--- config.mk ---
export PLATFORM = sky130hd
export DESIGN_NAME = inpmem_arb_flat
export DESIGN_NICKNAME = d
export VERILOG_FILES = /design/src/rtl/systola_pkg.sv /design/src/rtl/inpmem_arb_if.sv /design/src/rtl/rr_arb2.sv /design/src/rtl/inpmem_arb.sv /design/src/flat_wrapper.sv
export SDC_FILE = /design/constraint.sdc
export NUM_CORES = 1
export LEC_CHECK = 0
export CORE_AREA = 2 2 66 68
export CTS_BUF_LIST = sky130_fd_sc_hd__clkbuf_4
export CTS_CLUSTER_DIAMETER = 30
export DETAILED_ROUTE_END_ITERATION = 7
export DIE_AREA = 0 0 68 70
export PLACE_DENSITY = 0.83
export SETUP_SLACK_MARGIN = 0.2
export SLEW_MARGIN = 20
export SYNTH_ARGS = -nofsm -noshare
export SYNTH_HDL_FRONTEND = slang
export SYNTH_SLANG_ARGS = --single-unit
--- constraint.sdc ---
create_clock -name clk -period 2.4 [get_ports clk]
set_clock_uncertainty 0.1 [all_clocks]
set_input_delay 0.36 -clock clk [delete_from_list [all_inputs] [get_ports clk]]
set_output_delay 0.36 -clock clk [all_outputs]
set_load 0.02 [all_outputs]
--- src/rtl/systola_pkg.sv ---
// Shared constants and types for the input-memory arbiter slice.
package systola_pkg;

    localparam logic [1:0] ID_HOST = 2'd0;
    localparam logic [1:0] ID_ACT  = 2'd1;
    localparam logic [1:0] ID_WGT  = 2'd2;

    localparam int RD_LAT = 2;

    typedef enum logic {
        LAST_ACT = 1'b0,
        LAST_WGT = 1'b1
    } rr_last_e;

    // Out of reset the weight port counts as last served, so act wins the first contention.
    localparam rr_last_e RR_RESET = LAST_WGT;

    typedef struct packed {
        logic       valid;
        logic [1:0] id;
    } rd_tag_t;

endpackage

--- src/rtl/inpmem_arb_if.sv ---
// Request/grant, read-return and SRAM pin bundle of the input-memory arbiter.
interface inpmem_arb_if #(
    parameter int ADDR_W = 16,
    parameter int DATA_W = 8
);
    logic              h_req;
    logic              h_we;
    logic [ADDR_W-1:0] h_addr;
    logic [DATA_W-1:0] h_wdata;
    logic              a_req;
    logic [ADDR_W-1:0] a_addr;
    logic              w_req;
    logic [ADDR_W-1:0] w_addr;
    logic              h_gnt;
    logic              a_gnt;
    logic              w_gnt;
    logic              rd_valid;
    logic [1:0]        rd_id;
    logic [DATA_W-1:0] rdata;
    logic              mem_cen;
    logic              mem_wen;
    logic [ADDR_W-1:0] mem_a;
    logic [DATA_W-1:0] mem_d;
    logic [DATA_W-1:0] mem_q;

    modport master (
        output h_req, h_we, h_addr, h_wdata, a_req, a_addr, w_req, w_addr, mem_q,
        input  h_gnt, a_gnt, w_gnt, rd_valid, rd_id, rdata, mem_cen, mem_wen, mem_a, mem_d
    );

    modport slave (
        input  h_req, h_we, h_addr, h_wdata, a_req, a_addr, w_req, w_addr, mem_q,
        output h_gnt, a_gnt, w_gnt, rd_valid, rd_id, rdata, mem_cen, mem_wen, mem_a, mem_d
    );
endinterface

--- src/rtl/rr_arb2.sv ---
// Two-way fetch arbiter, bit 0 = act, bit 1 = wgt.
// INPMEM_ARB_RR_EN selects round-robin; otherwise fixed priority act over wgt.
module rr_arb2
    import systola_pkg::*;
(
    input  logic       clk,
    input  logic       rstn,
    input  logic [1:0] req_i,
    output logic [1:0] gnt_o
);
`ifdef INPMEM_ARB_RR_EN
    rr_last_e last_q, last_d;

    always_comb begin
        gnt_o  = 2'b00;
        last_d = last_q;
        case (req_i)
            2'b01:   gnt_o = 2'b01;
            2'b10:   gnt_o = 2'b10;
            2'b11:   gnt_o = (last_q == LAST_ACT) ? 2'b10 : 2'b01;
            default: gnt_o = 2'b00;
        endcase
        if (gnt_o[0]) begin
            last_d = LAST_ACT;
        end else if (gnt_o[1]) begin
            last_d = LAST_WGT;
        end
    end

    always_ff @(posedge clk) begin
        if (!rstn) begin
            last_q <= RR_RESET;
        end else begin
            last_q <= last_d;
        end
    end
`else
    logic unused_clk_rst;

    assign unused_clk_rst = clk & rstn;
    assign gnt_o          = req_i[0] ? 2'b01 : {req_i[1], 1'b0};
`endif
endmodule

--- src/rtl/inpmem_arb.sv ---
// Three-port arbiter in front of one INPMEM SRAM: host has absolute priority,
// act/wgt share rr_arb2; reads return a fixed RD_LAT cycles after the grant.
module inpmem_arb
    import systola_pkg::*;
#(
    parameter int ADDR_W = 16,
    parameter int DATA_W = 8
) (
    input  logic          clk,
    input  logic          rstn,
    inpmem_arb_if.slave   bus
);
    logic [1:0]        fetch_req;
    logic [1:0]        fetch_gnt;
    logic              h_gnt;
    logic              any_gnt;
    logic              wr_gnt;
    logic              rd_gnt;
    logic [1:0]        gnt_id;
    logic [ADDR_W-1:0] sel_addr;
    logic              mem_cen_q, mem_cen_d;
    logic              mem_wen_q, mem_wen_d;
    logic [ADDR_W-1:0] mem_a_q, mem_a_d;
    logic [DATA_W-1:0] mem_d_q, mem_d_d;
    rd_tag_t           tag_d;
    rd_tag_t           pipe_q [RD_LAT];

    assign h_gnt     = rstn & bus.h_req;
    assign fetch_req = {bus.w_req, bus.a_req} & {2{rstn & ~bus.h_req}};

    rr_arb2 u_rr_arb2 (
        .clk   (clk),
        .rstn  (rstn),
        .req_i (fetch_req),
        .gnt_o (fetch_gnt)
    );

    assign bus.h_gnt = h_gnt;
    assign bus.a_gnt = fetch_gnt[0];
    assign bus.w_gnt = fetch_gnt[1];

    always_comb begin
        any_gnt  = h_gnt | (|fetch_gnt);
        wr_gnt   = h_gnt & bus.h_we;
        rd_gnt   = any_gnt & ~wr_gnt;
        gnt_id   = ID_HOST;
        sel_addr = bus.h_addr;
        if (fetch_gnt[0]) begin
            gnt_id   = ID_ACT;
            sel_addr = bus.a_addr;
        end else if (fetch_gnt[1]) begin
            gnt_id   = ID_WGT;
            sel_addr = bus.w_addr;
        end
        mem_cen_d    = ~any_gnt;
        mem_wen_d    = ~wr_gnt;
        mem_a_d      = any_gnt ? sel_addr : mem_a_q;
        mem_d_d      = wr_gnt ? bus.h_wdata : mem_d_q;
        tag_d.valid  = rd_gnt;
        tag_d.id     = rd_gnt ? gnt_id : ID_HOST;
    end

    always_ff @(posedge clk) begin
        if (!rstn) begin
            mem_cen_q <= 1'b1;
            mem_wen_q <= 1'b1;
            mem_a_q   <= '0;
            mem_d_q   <= '0;
            for (int i = 0; i < RD_LAT; i++) begin
                pipe_q[i] <= '0;
            end
        end else begin
            mem_cen_q <= mem_cen_d;
            mem_wen_q <= mem_wen_d;
            mem_a_q   <= mem_a_d;
            mem_d_q   <= mem_d_d;
            pipe_q[0] <= tag_d;
            for (int i = 1; i < RD_LAT; i++) begin
                pipe_q[i] <= pipe_q[i-1];
            end
        end
    end

    assign bus.mem_cen  = mem_cen_q;
    assign bus.mem_wen  = mem_wen_q;
    assign bus.mem_a    = mem_a_q;
    assign bus.mem_d    = mem_d_q;
    // SRAM output is valid only in the return cycle; mask it elsewhere.
    assign bus.rd_valid = pipe_q[RD_LAT-1].valid;
    assign bus.rd_id    = pipe_q[RD_LAT-1].id;
    assign bus.rdata    = pipe_q[RD_LAT-1].valid ? bus.mem_q : '0;
endmodule
--- src/flat_wrapper.sv ---
// flat-port wrapper written by rule: the top's interface ports become plain ports
module inpmem_arb_flat import systola_pkg::*;
#(
    parameter int ADDR_W = 16,
    parameter int DATA_W = 8
)
  (clk, rstn, bus_h_req, bus_h_we, bus_h_addr, bus_h_wdata, bus_a_req, bus_a_addr, bus_w_req, bus_w_addr, bus_mem_q, bus_h_gnt, bus_a_gnt, bus_w_gnt, bus_rd_valid, bus_rd_id, bus_rdata, bus_mem_cen, bus_mem_wen, bus_mem_a, bus_mem_d);
  inpmem_arb_if #(.ADDR_W(ADDR_W), .DATA_W(DATA_W)) bus_i ();
  input  logic clk;
  input  logic rstn;
  input wire logic [$bits(bus_i.h_req)-1:0] bus_h_req;
  input wire logic [$bits(bus_i.h_we)-1:0] bus_h_we;
  input wire logic [$bits(bus_i.h_addr)-1:0] bus_h_addr;
  input wire logic [$bits(bus_i.h_wdata)-1:0] bus_h_wdata;
  input wire logic [$bits(bus_i.a_req)-1:0] bus_a_req;
  input wire logic [$bits(bus_i.a_addr)-1:0] bus_a_addr;
  input wire logic [$bits(bus_i.w_req)-1:0] bus_w_req;
  input wire logic [$bits(bus_i.w_addr)-1:0] bus_w_addr;
  input wire logic [$bits(bus_i.mem_q)-1:0] bus_mem_q;
  output wire logic [$bits(bus_i.h_gnt)-1:0] bus_h_gnt;
  output wire logic [$bits(bus_i.a_gnt)-1:0] bus_a_gnt;
  output wire logic [$bits(bus_i.w_gnt)-1:0] bus_w_gnt;
  output wire logic [$bits(bus_i.rd_valid)-1:0] bus_rd_valid;
  output wire logic [$bits(bus_i.rd_id)-1:0] bus_rd_id;
  output wire logic [$bits(bus_i.rdata)-1:0] bus_rdata;
  output wire logic [$bits(bus_i.mem_cen)-1:0] bus_mem_cen;
  output wire logic [$bits(bus_i.mem_wen)-1:0] bus_mem_wen;
  output wire logic [$bits(bus_i.mem_a)-1:0] bus_mem_a;
  output wire logic [$bits(bus_i.mem_d)-1:0] bus_mem_d;
  assign bus_i.h_req = bus_h_req;
  assign bus_i.h_we = bus_h_we;
  assign bus_i.h_addr = bus_h_addr;
  assign bus_i.h_wdata = bus_h_wdata;
  assign bus_i.a_req = bus_a_req;
  assign bus_i.a_addr = bus_a_addr;
  assign bus_i.w_req = bus_w_req;
  assign bus_i.w_addr = bus_w_addr;
  assign bus_i.mem_q = bus_mem_q;
  assign bus_h_gnt = bus_i.h_gnt;
  assign bus_a_gnt = bus_i.a_gnt;
  assign bus_w_gnt = bus_i.w_gnt;
  assign bus_rd_valid = bus_i.rd_valid;
  assign bus_rd_id = bus_i.rd_id;
  assign bus_rdata = bus_i.rdata;
  assign bus_mem_cen = bus_i.mem_cen;
  assign bus_mem_wen = bus_i.mem_wen;
  assign bus_mem_a = bus_i.mem_a;
  assign bus_mem_d = bus_i.mem_d;
  inpmem_arb #(.ADDR_W(ADDR_W), .DATA_W(DATA_W)) u_core (.clk(clk), .rstn(rstn), .bus(bus_i));
endmodule
==> metrics.cfg <==
[grt]
maximum_number_of_pins_on_one_net_before_global_route_repair = 39
grt_pass1_wl_um = 7238
use_met2_pct = 34.41
grt.met1_usage_pct = 22.76
initial_antenna_violation_count = 0
grt_util_all_layers_pct = 19.73
gr-total-overflow = 0
first_global_vias = 1634
gr-usage-met3_pct = 5.636
gr-max-usage-layer = met2

[clocking]
worst_setup_hold_path_clk_slew_ns = 0.10
clkSinkCount = 32
clock_latency_of_the_later_clocked_register_in_the_worst_skew_pair_ns = 0.33
num_cts_buffers = 5
postCtsHoldBufs = 0
htree_num_levels = 2
cts_root_buffer = sky130_fd_sc_hd__clkbuf_4
ctsLongestPathBuffers = 2
cts_tree = yes

[logic_synthesis]
synth_warnings = 0
synth_area_per_cell_um2 = 9.268
postSynthRegisterBits = 32
yosys.cell_types.count = 21
gate_count_after_technology_mapping = 162
net_count_after_synthesis = 232
ys_seq_area_share_pct = 42.67
syn-cell-area_um2 = 1501

[sta]
fin_hold_ws_ns = 0.3424
hold_viol_final = 0
worst_slew_pin_tran_ns = 0.3601
final_min_period_over_clock_period_pct = 85.86
min_period_ns = 2.061
maximum_frequency_from_static_timing_analysis_ghz = 0.4853
final_max_slew_viol_count = 0
layout_setup_ws_ns = 0.3394
maxSlewHeadroom_pct = 75.99
setup_viol = 0
grt_setup_unrepaired = no

[pwr]
p_per_area_nw_per_um2 = 460.4
internal_power_uw = 884.1
netSwitchingFraction_pct = 28.42
pwr-share-seq_pct = 47.1
power.ir.vdd_worst_mv = 0.3266
power.static_leakage_nw = 1.051
net-switching-power_uw = 351.0
pwr-share-clk_pct = 23.4
combPwrFrac_pct = 29.4

[place]
postPlaceCellArea_um2 = 2635
dp_slack_ns = -0.03336
port_buffers = 109
dp_hpwl_um = 3371
finalWeightedCongestion = 0.7489

[critical_path]
timing.critical_path.to_type = primary output
cp_data_required_time_ns = 1.94
crit_start = rstn
timing.reg2reg.setup_slack_ns = 1.59
cp_max_fo = 4
cp_arrival_ns = 1.60
reg2regPathDepth = 2
startpoint_type = primary input
regToRegStartpoint = u_core.bus.mem_a[1]$_SDFFE_PN0N_
reg2reg_capture_point = u_core.bus.mem_a[1]$_SDFFE_PN0N_
crit_type = in2out

[floorplan]
design.die.area_um2 = 4760
top_level_ports = 110
dieHeight_um = 70
coreArea_um2 = 4144
die_wd_um = 68
initial_utilization_pct = 36.23
placementRows = 24

[layout]
finish.instance_area_um2 = 2683
final_nets = 339
post_route_cells_drive_above_1_share_pct = 10.37
num_antenna_cells = 0
area_delta_synth_final_pct = 78.67

[job]
cap_viol_max_count = 0

[run_status]
outcome = completed

[min_path]
min-delay-start = u_core.pipe_q[0][1]$_SDFF_PP0_
timing.hold.worst_path_depth = 1
worst_hold_class = reg2reg
hold_end = u_core.pipe_q[0][4]$_SDFF_PN0_

[route]
via_per_inst = 4.972
vias = 1601
routedWlPerCell_um = 14.27
drt-initial-drc-count = 61
drc = 0
drt-pass1-iter-count = 4
drt-total-wl_um = 4596
antenna_nets_post_route = 0

power by group through the flow:
stage	clock network, mW	logic, mW	registers (mW)
finish	0.289	0.364	0.582
global route	0.315	0.389	0.586
CTS	0.299	0.368	0.582
detailed placement	0	0.367	0.594
global placement	0	0.363	0.593
floorplan	0	0.117	0.631
per-layer routing:
metal	vias up	part of all wire, %	wire length (µm)
met4	0	1.3	61
met3	9	8.2	375
li1	797	-	-
met1	734	42	1944
met5	-	0	0
met2	61	48	2215
registers in the layout, summed over array words and instances (netlist names):
signal	count
u_core.bus.mem_wen	1
u_core.bus.mem_a	16
u_core.bus.mem_cen	1
u_core.pipe_q	6
u_core.bus.mem_d	8
layout by cell type, fill, tap and decap left out, types with 2 or more instances in the layout:
cell type / netlist / layout
sky130_fd_sc_hd__and2_1: 12 / 12
sky130_fd_sc_hd__buf_4: 3 / 10
sky130_fd_sc_hd__clkbuf_4: 0 / 5
sky130_fd_sc_hd__clkdlybuf4s50_1: 0 / 106
sky130_fd_sc_hd__clkinv_2: 0 / 2
sky130_fd_sc_hd__dfxtp_1: 32 / 32
sky130_fd_sc_hd__inv_1: 2 / 2
sky130_fd_sc_hd__mux2i_1: 16 / 16
sky130_fd_sc_hd__nand2_1: 24 / 24
sky130_fd_sc_hd__nand3_1: 16 / 16
sky130_fd_sc_hd__nand4_1: 8 / 8
sky130_fd_sc_hd__nor2_1: 2 / 2
sky130_fd_sc_hd__nor3b_1: 2 / 2
sky130_fd_sc_hd__o21ai_0: 8 / 8
sky130_fd_sc_hd__o221ai_1: 6 / 6
sky130_fd_sc_hd__o221ai_2: 10 / 10
synthesized netlist by cell type, drive strengths merged:
library cell / count / share of area [%]
dfxtp: 32 / 43
nand2: 24 / 6.0
mux2i: 16 / 11
nand3: 16 / 5.3
o221ai: 16 / 13
and2: 12 / 5.0
buf: 10 / 4.2
clkbuf: 9 / 2.2
nand4: 8 / 3.3
o21ai: 8 / 2.7
inv: 2 / 0.50
nor2: 2 / 0.50
nor3b: 2 / 1.0
a21oi: 1 / 0.33
and3: 1 / 0.42
o31ai: 1 / 0.50
or2b: 1 / 0.50
or3b: 1 / 0.58
what timing repair did:
item,4_1_cts,5_1_grt
setup buffers,0,0
hold endpoints to repair,0,0
gates resized for setup,2,4
cloned,0,0
setup endpoints to repair,2,2
per-stage QoR:
step	utilization [%]	TNS (ns)	power, mW	cells
6_report	64.73	0	1.235	322
5_1_grt	64.73	0	1.290	322
4_1_cts	64.76	0	1.248	322
3_5_place_dp	63.59	-0.03336	0.9611	314
3_3_place_gp	63.59	-0.03972	0.9555	314
2_1_floorplan	-	0	0.7479	162
critical path, cell delays in order:
cell and delay, ns:
sky130_fd_sc_hd__clkdlybuf4s50_1 0.46, sky130_fd_sc_hd__or2b_1 0.30, sky130_fd_sc_hd__nor2_1 0.11, sky130_fd_sc_hd__dlygate4sd2_1 0.36
worst max path at each step:
stage                     slack (ns)  depth (start not counted)   endpoint
after detailed placement       -0.03                          4  bus_w_gnt
after global placement         -0.04                          4  bus_w_gnt
after CTS                       0.23                          4  bus_h_gnt
final                           0.34                          4  bus_a_gnt
after global routing            0.25                          4  bus_a_gnt
after floorplan                 0.59                          3  bus_w_gnt
final cells by class:
type / instances / area, µm²
fill: 374 / 1461
timing repair buffer: 119 / 1162
multi-input combinational: 109 / 755.7
sequential: 32 / 640.6
tap: 52 / 65.06
clock buffer: 5 / 37.54
clock inverter: 3 / 13.76
inverter: 2 / 7.507
cell families (layout without fill, tap and decap cells):
kind of cell	count (synthesis)	count (layout)	synth area share (%)
AO/OA/AOI/OAI	26	26	17.00
AND/OR/NAND/NOR	67	67	22.67
flip-flops	32	32	42.67
multiplexers	16	16	10.67
buffers and inverters	21	129	7.000
Power figures use the tool's default switching activity.
